**src/rtl/bcd_digit_serializer.sv**
```systemverilog
// Serializes a signed packed-BCD word into one-hot decimal digit beats.
// Beats go out most significant digit first over a valid/ready handshake.
// Leading zero digits can optionally be skipped.
module bcd_digit_serializer #(
   parameter int NDIGITS     = 3,
   parameter bit SUPPRESS_LZ = 1'b1,
   localparam int W          = (NDIGITS > 1) ? $clog2(NDIGITS) : 1
) (
   input  logic                   clk,
   input  logic                   rst,
   input  logic                   in_valid,
   output logic                   in_ready,
   input  logic                   in_sign,
   input  logic [4*NDIGITS-1:0]   in_bcd,
   output logic                   out_valid,
   input  logic                   out_ready,
   output logic [9:0]             out_dec,
   output logic                   out_neg,
   output logic [W-1:0]           out_pos,
   output logic                   out_last,
   output logic                   out_err
);

   typedef enum logic {
      IDLE = 1'b0,
      EMIT = 1'b1
   } state_t;

   state_t                 r_state;
   state_t                 w_nextState;
   logic [4*NDIGITS-1:0]   r_bcd;
   logic [W-1:0]           r_idx;
   logic                   r_neg;
   logic [9:0]             r_dec;
   logic                   r_last;
   logic                   r_err;
   logic                   w_accept;
   logic                   w_advance;
   logic                   w_finish;
   logic [W-1:0]           w_startIdx;
   logic [W-1:0]           w_nextIdx;
   logic [3:0]             w_startNibble;
   logic [3:0]             w_nextNibble;

   // Picks nibble idx out of a packed BCD word; out-of-range indices read as zero.
   function automatic logic [3:0] nibbleAt(input logic [4*NDIGITS-1:0] bcd,
                                           input logic [W-1:0] idx);
      logic [3:0] result;
      result = 4'd0;
      for (int k = 0; k < NDIGITS; k++) begin
         if (idx == W'(k)) begin
            result = bcd[4*k +: 4];
         end
      end
      return result;
   endfunction

   // One-hot decode of a digit; nibbles above 9 give an all-zero line.
   function automatic logic [9:0] decodeDigit(input logic [3:0] nib);
      return (nib <= 4'd9) ? (10'd1 << nib) : 10'd0;
   endfunction

   // Handshake status comes straight from the FSM state.
   assign in_ready  = (r_state == IDLE);
   assign out_valid = (r_state == EMIT);
   assign out_dec   = r_dec;
   assign out_neg   = r_neg;
   assign out_pos   = r_idx;
   assign out_last  = r_last;
   assign out_err   = r_err;

   assign w_nextIdx     = r_idx - W'(1);
   assign w_startNibble = nibbleAt(in_bcd, w_startIdx);
   assign w_nextNibble  = nibbleAt(r_bcd, w_nextIdx);

   // First digit to send: the highest non-zero nibble when skipping leading
   // zeros (invalid nibbles count as non-zero), otherwise always the top digit.
   always_comb begin
      w_startIdx = '0;
      if (SUPPRESS_LZ) begin
         for (int k = 0; k < NDIGITS; k++) begin
            if (in_bcd[4*k +: 4] != 4'd0) begin
               w_startIdx = W'(k);
            end
         end
      end else begin
         w_startIdx = W'(NDIGITS - 1);
      end
   end

   // State register.
   always_ff @(posedge clk) begin
      if (rst) begin
         r_state <= IDLE;
      end else begin
         r_state <= w_nextState;
      end
   end

   // Next-state logic plus the accept/advance/finish strobes that steer the datapath.
   always_comb begin
      w_nextState = r_state;
      w_accept    = 1'b0;
      w_advance   = 1'b0;
      w_finish    = 1'b0;
      unique case (r_state)
         IDLE: begin
            if (in_valid) begin
               w_accept    = 1'b1;
               w_nextState = EMIT;
            end
         end
         EMIT: begin
            if (out_ready) begin
               if (r_idx == '0) begin
                  w_finish    = 1'b1;
                  w_nextState = IDLE;
               end else begin
                  w_advance = 1'b1;
               end
            end
         end
         default: w_nextState = IDLE;
      endcase
   end

   // Beat registers: load the first beat on accept, the next lower digit on each
   // completed beat, and clear once the word is done. A stalled beat simply holds.
   always_ff @(posedge clk) begin
      if (rst) begin
         r_bcd  <= '0;
         r_idx  <= '0;
         r_neg  <= 1'b0;
         r_dec  <= '0;
         r_last <= 1'b0;
         r_err  <= 1'b0;
      end else if (w_accept) begin
         r_bcd  <= in_bcd;
         r_idx  <= w_startIdx;
         r_neg  <= in_sign & (in_bcd != '0);
         r_dec  <= decodeDigit(w_startNibble);
         r_err  <= (w_startNibble > 4'd9);
         r_last <= (w_startIdx == '0);
      end else if (w_advance) begin
         r_idx  <= w_nextIdx;
         r_dec  <= decodeDigit(w_nextNibble);
         r_err  <= (w_nextNibble > 4'd9);
         r_last <= (w_nextIdx == '0);
      end else if (w_finish) begin
         r_idx  <= '0;
         r_neg  <= 1'b0;
         r_dec  <= '0;
         r_last <= 1'b0;
         r_err  <= 1'b0;
      end
   end

endmodule

```
**config.mk**
```make
export PLATFORM = sky130hd
export DESIGN_NAME = bcd_digit_serializer
export DESIGN_NICKNAME = d
export VERILOG_FILES = /design/src/rtl/bcd_digit_serializer.sv
export SDC_FILE = /design/constraint.sdc
export NUM_CORES = 1
export LEC_CHECK = 0
export ABC_AREA = 1
export BUFFER_PORTS_ARGS = -buffer_cell sky130_fd_sc_hd__buf_2
export CORE_MARGIN = 1
export CORE_UTILIZATION = 55
export DETAILED_ROUTE_END_ITERATION = 8
export PLACE_DENSITY_LB_ADDON = 0.1
export SLEW_MARGIN = 20
export SYNTH_ARGS = -nofsm -noshare
export SYNTH_HDL_FRONTEND = slang
export SYNTH_SLANG_ARGS = --single-unit
```
**constraint.sdc**
```tcl
create_clock -name clk -period 5.05 [get_ports clk]
set_clock_uncertainty 0.05 [all_clocks]
set_input_delay 0 -clock clk [delete_from_list [all_inputs] [get_ports clk]]
set_output_delay 0 -clock clk [all_outputs]
set_load 0.05 [all_outputs]
```
==> metrics, run 1 <==
VDD IR max 0.000219 V; startpoint class of the critical path register; Arr. time, crit path 2.38 ns; total negative slack 0 ns; drt total wl 3880 um; status finished, final reports clean; DP Area 0.00172 mm2; critical path fanouts, max 30; vias in the first global route 1368; Post-synth EDFFs 0; clk slew on worst S/H paths 0.14 ns; Buf+Inv Stages, Crit Path 2; number of cell rows 18; DR DRC count 0; grt ovf 0; FF-to-FF path depth 7; Pleak 0.000921 uW; CP required 5.23 ns; ant diodes 0; Max transition margin 47.9%; Area Overhead vs Synth 23.2%; Syn. warnings 0; mean number of vias per cell 5.38; clk_lat worst skew 0.32 ns; Min-Delay Path Depth 4; async set-reset flop share out of synthesis 0%; Antenna Nets Post-Route 0; Worst Hold End r_bcd[2]; Synth cell types 27; Final setup viols 0; Worst Max-Slew Pin Slew 0.779 ns; drt first pass iters 4; max-cap viol count 0; chip width 55.0 um; CTS Buf Count 3; FF-to-FF setup slack 2.85 ns; Int Power 305 uW; power per cell area 242 mW/mm2; Synth top cells by count nand2_1, nor2_1, dfxtp_1, a21oi_1, inv_1; Die ar. 0.00303 mm2; Worst Setup End Kind register; Critical Path Most Common Cell nor2_1; PortBufs 33; Routability Congestion 0.894; fin. max-slew vios 0; ratio of cells with drive above 1 in the final layout 19.9%; Area contributors post-synth dfxtp_1, nand2_1, a21oi_1; final instance area 0.00191 mm2; area leader, netlist dfxtp_1; HP Start in_bcd[2]; syn nets 253; CP top delay family simple AND/OR/NAND/NOR gates; most frequent cell after synthesis nand2_1; Clk pwr share 19.3%; Nets 300; Place WS 2.85 ns; num ports 34; min-delay worst type in -> reg; Seq pwr share 53.2%; Primary FF master, synth dfxtp_1; largest net degree at the start of global routing 31; Mapped Cells 232; CTS tree yes; core area 0.00257 mm2; H-tree Lvls 1; f_max 0.454 GHz; Gate power share 27.5%; sequential share of the synthesized area 36.2%; HPWL Detailed 2830 um; via count 1651; WL/cell 12.6 um; Starting DRT DRC Count 41; Post-Syn Area per Cell 6.67 um2; slowest stage delay, CP 0.62 ns; antenna violations before repair 0; worst-path cell chain nor2_1 > buf_4 > nor2_1 > inv_1 > or2_2 > nand2_1 > a21oi_1; clock sink count 28; Net Sw Frac 33.9%; unrepaired setup endpoints after global routing false; Seq cells post-synth 28; Yosys top cell area share 36.2%; Switching Power 156 uW; Synth Cell Area 0.00155 mm2; final worst slack 2.85 ns; global-route wire length before repair 6100 um; Initial Util 60.2%; clock buffer depth 2; Die H 55.0 um; reg2reg start out_valid; Slowest cell on crit path nor2_1; final hold violation count 0; Root Driver clkbuf_4; Critical R2R Capture out_dec[2]; post-CTS repair timing setup buffer count 0; Crit Path Category reg -> reg; total track usage 28.3%; fin crit period 2.20 ns; period utilization 43.6%
## metrics by stage
stage | hold slack (ns) | util (%) | std cells | power, uW
after global routing | 0.431 | 74.2 | 307 | 485
after floorplan | 0.0849 | - | 232 | 336
after global placement | 0.210 | 67.1 | 288 | 364
final | 0.426 | 74.2 | 307 | 461
after CTS | 0.411 | 74.2 | 307 | 462
after detailed placement | 0.217 | 67.1 | 288 | 366
## layout by cell type (no fill, tap or decap), types with 2 or more instances in the layout
cell,Yosys,layout
nand2_2,6,6
o21ai_0,22,22
a21oi_1,24,24
a31oi_1,2,2
ha_1,4,4
a21oi_2,2,2
nor2_2,4,4
o211ai_1,2,2
buf_2,3,33
nand3_1,21,21
dlygate4sd3_1,0,16
nor2_1,32,32
inv_1,24,24
dfxtp_1,28,28
clkbuf_4,0,3
nand2_1,40,40
nor2_4,2,2
## how the worst max path moves through the flow
stage,cells after the start,endpoint,from
finish,7,out_dec[2],out_valid
detailed placement,7,out_dec[2],out_valid
CTS,7,out_dec[2],out_valid
global placement,7,out_dec[2],out_valid
global route,10,out_dec[2],in_valid
floorplan,9,out_dec[3],out_pos[0]
## power groups by stage
stage | registers (uW) | clock network (uW) | logic, uW
after global placement | 250 | 0 | 114
after floorplan | 274 | 0 | 61.3
after CTS | 245 | 91.0 | 125
after global routing | 247 | 98.4 | 140
after detailed placement | 250 | 0 | 116
final | 245 | 89.1 | 127
## state kept, by name, summed over array words and instances (netlist names)
register / flops
r_bcd: 12
out_pos: 2
out_last: 1
out_dec: 10
out_valid: 1
out_neg: 1
out_err: 1
## routing by layer
metal	up-vias	track usage (%)	share of wire (%)
met5	-	0	0
met4	0	6.67	0.82
met3	4	3.55	7.1
met2	67	49.0	46
met1	734	37.1	46
li1	846	-	-
## tightest hold or removal path, cell delays in order
cell and delay, ns:
dlygate4sd3_1 0.52, buf_2 0.12, nor2_1 0.05, nor2_1 0.08
## cells by family after synthesis
family | share of synthesized area, %
AOI/OAI and AO/OA | 19.7
adders and majority gates | 3.24
buffers and inverters | 8.74
DFF | 36.2
and+or+nand+nor | 32.1
## layout make-up
type | count | area (um2)
multi-input combinational | 170 | 851
tap | 30 | 37.5
fill | 221 | 662
sequential | 28 | 561
clock buffer | 3 | 22.5
inverter | 26 | 101
timing repair buffer | 50 | 333
## repair_timing
action                    4_1_cts  5_1_grt
hold endpoints to repair       19        0
gates resized for setup         0        0
hold buffers                   16        0
No activity file was read; power rests on OpenSTA's default activity.
==> inputs of run 2 (changes only) <==
--- a/config.mk
+++ b/config.mk
@@ -5,10 +5,10 @@
 export SDC_FILE = /design/constraint.sdc
 export NUM_CORES = 1
 export LEC_CHECK = 0
-export ABC_AREA = 1
+export ABC_AREA = 0
 export BUFFER_PORTS_ARGS = -buffer_cell sky130_fd_sc_hd__buf_2
 export CORE_MARGIN = 1
-export CORE_UTILIZATION = 55
+export CORE_UTILIZATION = 49
 export DETAILED_ROUTE_END_ITERATION = 8
 export PLACE_DENSITY_LB_ADDON = 0.1
 export SLEW_MARGIN = 20
==> constraint.sdc (replaced) <==
create_clock -name clk -period 1.9 [get_ports clk]
set_clock_uncertainty 0.05 [all_clocks]
set_input_delay 0 -clock clk [delete_from_list [all_inputs] [get_ports clk]]
set_output_delay 0 -clock clk [all_outputs]
set_load 0.05 [all_outputs]
==> run 2 against run 1 <==
  * Sequential share of layout area is 3.9 points lower
  * Clock power rose to 2.7 times the previous value
  * Global-route usage is 1.4 points lower
  * Synthesized cell count fell by 10%
  * First-iteration DRC count increased to 2.5 times the previous value
==> metrics, run 2 <==
Synth Area in Compound Gates 25.8% (+6.1 points); clk slew on worst S/H paths 0.14 ns (about the same); via count 1769 (+7.1%); Arr. time, crit path 2.00 ns (-0.38 ns); Routability Congestion 0.867 (-3.0%); most flop-heavy register r_bcd; drt total wl 4700 um (+21%); vias in the first global route 1571 (+15%); most frequent cells in the layout buf_2, nand2_1, dfxtp_1, nor2_1, a21oi_1; Die H 60.9 um (+11%); fin crit period 1.84 ns; CP required 2.05 ns (-3.18 ns); HPWL Detailed 3360 um (+19%); Worst Max-Slew Pin Slew 0.597 ns (-0.182 ns); crit path capture out_dec[3]; Post-Syn Area per Cell 8.17 um2 (+23%); Synth top cells by count nand2_1, dfxtp_1, a21oi_1, nor2_1, nor3_1; FF-to-FF setup slack 0.06 ns (-2.79 ns); final hold violation count 0 (unchanged); H-tree Lvls 1 (unchanged); Starting DRT DRC Count 104 (+150%); final instance area 0.00223 mm2 (+17%); WL/cell 15.3 um (+21%); Critical R2R Capture out_valid; unrepaired setup endpoints after global routing true; chip width 60.9 um (+11%); DR DRC count 0 (unchanged); Max transition margin 60.2% (+12 points); Seq cells post-synth 28 (unchanged); fin. max-slew vios 0 (unchanged); PortBufs 33 (unchanged); num ports 34 (unchanged); drt first pass iters 5 (+1); Util after Layout 66.8% (-7.4 points); CP startpoint in_bcd[4]; Post-Synth Adder-Cell Area 2.94% (-0.29 points); Antenna Nets Post-Route 0 (unchanged); Worst Setup End Kind register; main combinational cell family by area after synthesis simple AND/OR/NAND/NOR gates; Nets 283 (-5.7%); number of cell rows 21 (+3); Synth cell types 53 (+96%); power per cell area 610 mW/mm2 (+150%); startpoint class of the critical path primary input; Area Overhead vs Synth 31.1%; core area 0.00334 mm2 (+30%); max-cap viol count 0 (unchanged); Synth Area in Simple Gates 33.6% (+1.4 points); Mapped Cells 208 (-10%); Area contributors post-synth dfxtp_1, a21oi_1, nand2_1; clk_lat worst skew 0.32 ns (about the same); antenna violations before repair 0 (unchanged); Root Driver clkbuf_4; total negative slack 0 ns (unchanged); mean number of vias per cell 5.78 (+7.5%); Final setup viols 0 (unchanged); FF-to-FF path depth 6 (-1); Filler cells 295 (+33%); Post-synth EDFFs 0 (unchanged); clock sink count 28 (unchanged); clock buffer depth 2 (unchanged); sequential share of the synthesized area 33.0% (-3.3 points); Place WS -0.0726 ns (-2.92 ns); xor/xnor cell area share of the yosys netlist 0% (unchanged); VDD IR max 0.000390 V (+78%); ant diodes 0 (unchanged); critical path fanouts, max 9 (-70%); f_max 0.542 GHz; CTS Buf Count 3 (unchanged); Pleak 0.000866 uW (-5.9%); global-route wire length before repair 7390 um (+21%); min-delay worst type in -> reg; Die ar. 0.00371 mm2 (+23%); ratio of cells with drive above 1 in the final layout 30.4% (+11 points); most common cell after layout, fill and taps aside buf_2; syn nets 229 (-9.5%); most frequent cell after synthesis nand2_1; async set-reset flop share out of synthesis 0% (unchanged); Primary FF master, synth dfxtp_1; largest net degree at the start of global routing 31 (unchanged); final worst slack 0.0560 ns (-2.79 ns); max reg flops 12 (unchanged); CTS tree yes; grt ovf 0 (unchanged); reg2reg start out_pos[0]; area leader, netlist dfxtp_1; Initial Util 51.0% (-9.3 points); post-synthesis mux area share 0% (unchanged); Synth Cell Area 0.00170 mm2 (+10%); Hold Slack 0.0127 ns (-0.413 ns); period utilization 97.1%; status finished, final reports clean; DP Area 0.00195 mm2 (+13%); Crit Path Category in -> reg; Yosys top cell area share 33.0% (-3.3 points); Syn. warnings 0 (unchanged); total track usage 26.9% (-1.4 points)
[run 2: worst min path at each step]
stage	cells after the start	endpoint	start	slack, ns
CTS	4	out_neg	out_ready	0.002
detailed placement	2	out_valid	in_valid	0.18
global placement	2	out_valid	in_valid	0.17
finish	4	out_neg	out_ready	0.01
floorplan	1	out_valid	in_valid	0.06
global route	4	out_neg	out_ready	0.004
[run 2: logic make-up (layout without fill, tap and decap cells)]
kind of cell	after synthesis	after routing
AND/OR/NAND/NOR	99	99
AO/OA/AOI/OAI	60	60
flip-flops	28	28
buffers and inverters	17	69
adder cells (fa/ha/maj)	4	4
[run 2: layer usage]
layer	up-vias	part of all wire (%)	global-route usage (%)
li1	863	-	-
met1	785	41	35.1
met2	105	48	44.0
met3	16	7.5	4.26
met4	0	3.4	12.0
met5	-	0	0
[run 2: through the flow]
step | power [uW] | std cells
final | 1360 | 306
after global placement | 1070 | 284
after CTS | 1340 | 303
after global routing | 1440 | 306
after floorplan | 947 | 208
after detailed placement | 1070 | 284
[run 2: layout make-up]
class / count / area [um2] / share of cell area (%)
Tap cell: 46 / 57.6 / 2.58
Clock buffer: 3 / 22.5 / 1.01
Timing Repair Buffer: 60 / 418 / 18.8
Sequential cell: 28 / 569 / 25.5
Multi-Input combinational cell: 163 / 1140 / 51.1
Inverter: 6 / 22.5 / 1.01
[run 2: what timing repair did]
| action | 4_1_cts | 5_1_grt |
|---|---|---|
| hold endpoints to repair | 14 | 0 |
| buffers inserted | 1 | 3 |
| hold buffers | 15 | 0 |
| gates resized for setup | 3 | 11 |
| setup endpoints to repair | 5 | 8 |
| pin swaps | 1 | 2 |
[run 2: power by group]
part           switching (uW)  internal, uW
Combinational             293           171
Clock                     167          74.4
Sequential               28.9           626
Total                     488           872
[run 2: worst max-delay path: stages]
cell and delay, ns:
dlygate4sd3_1 0.53, buf_2 0.21, nor4b_2 0.35, a2111oi_0 0.14, o21a_1 0.27, a221oi_1 0.41, nor3_1 0.09
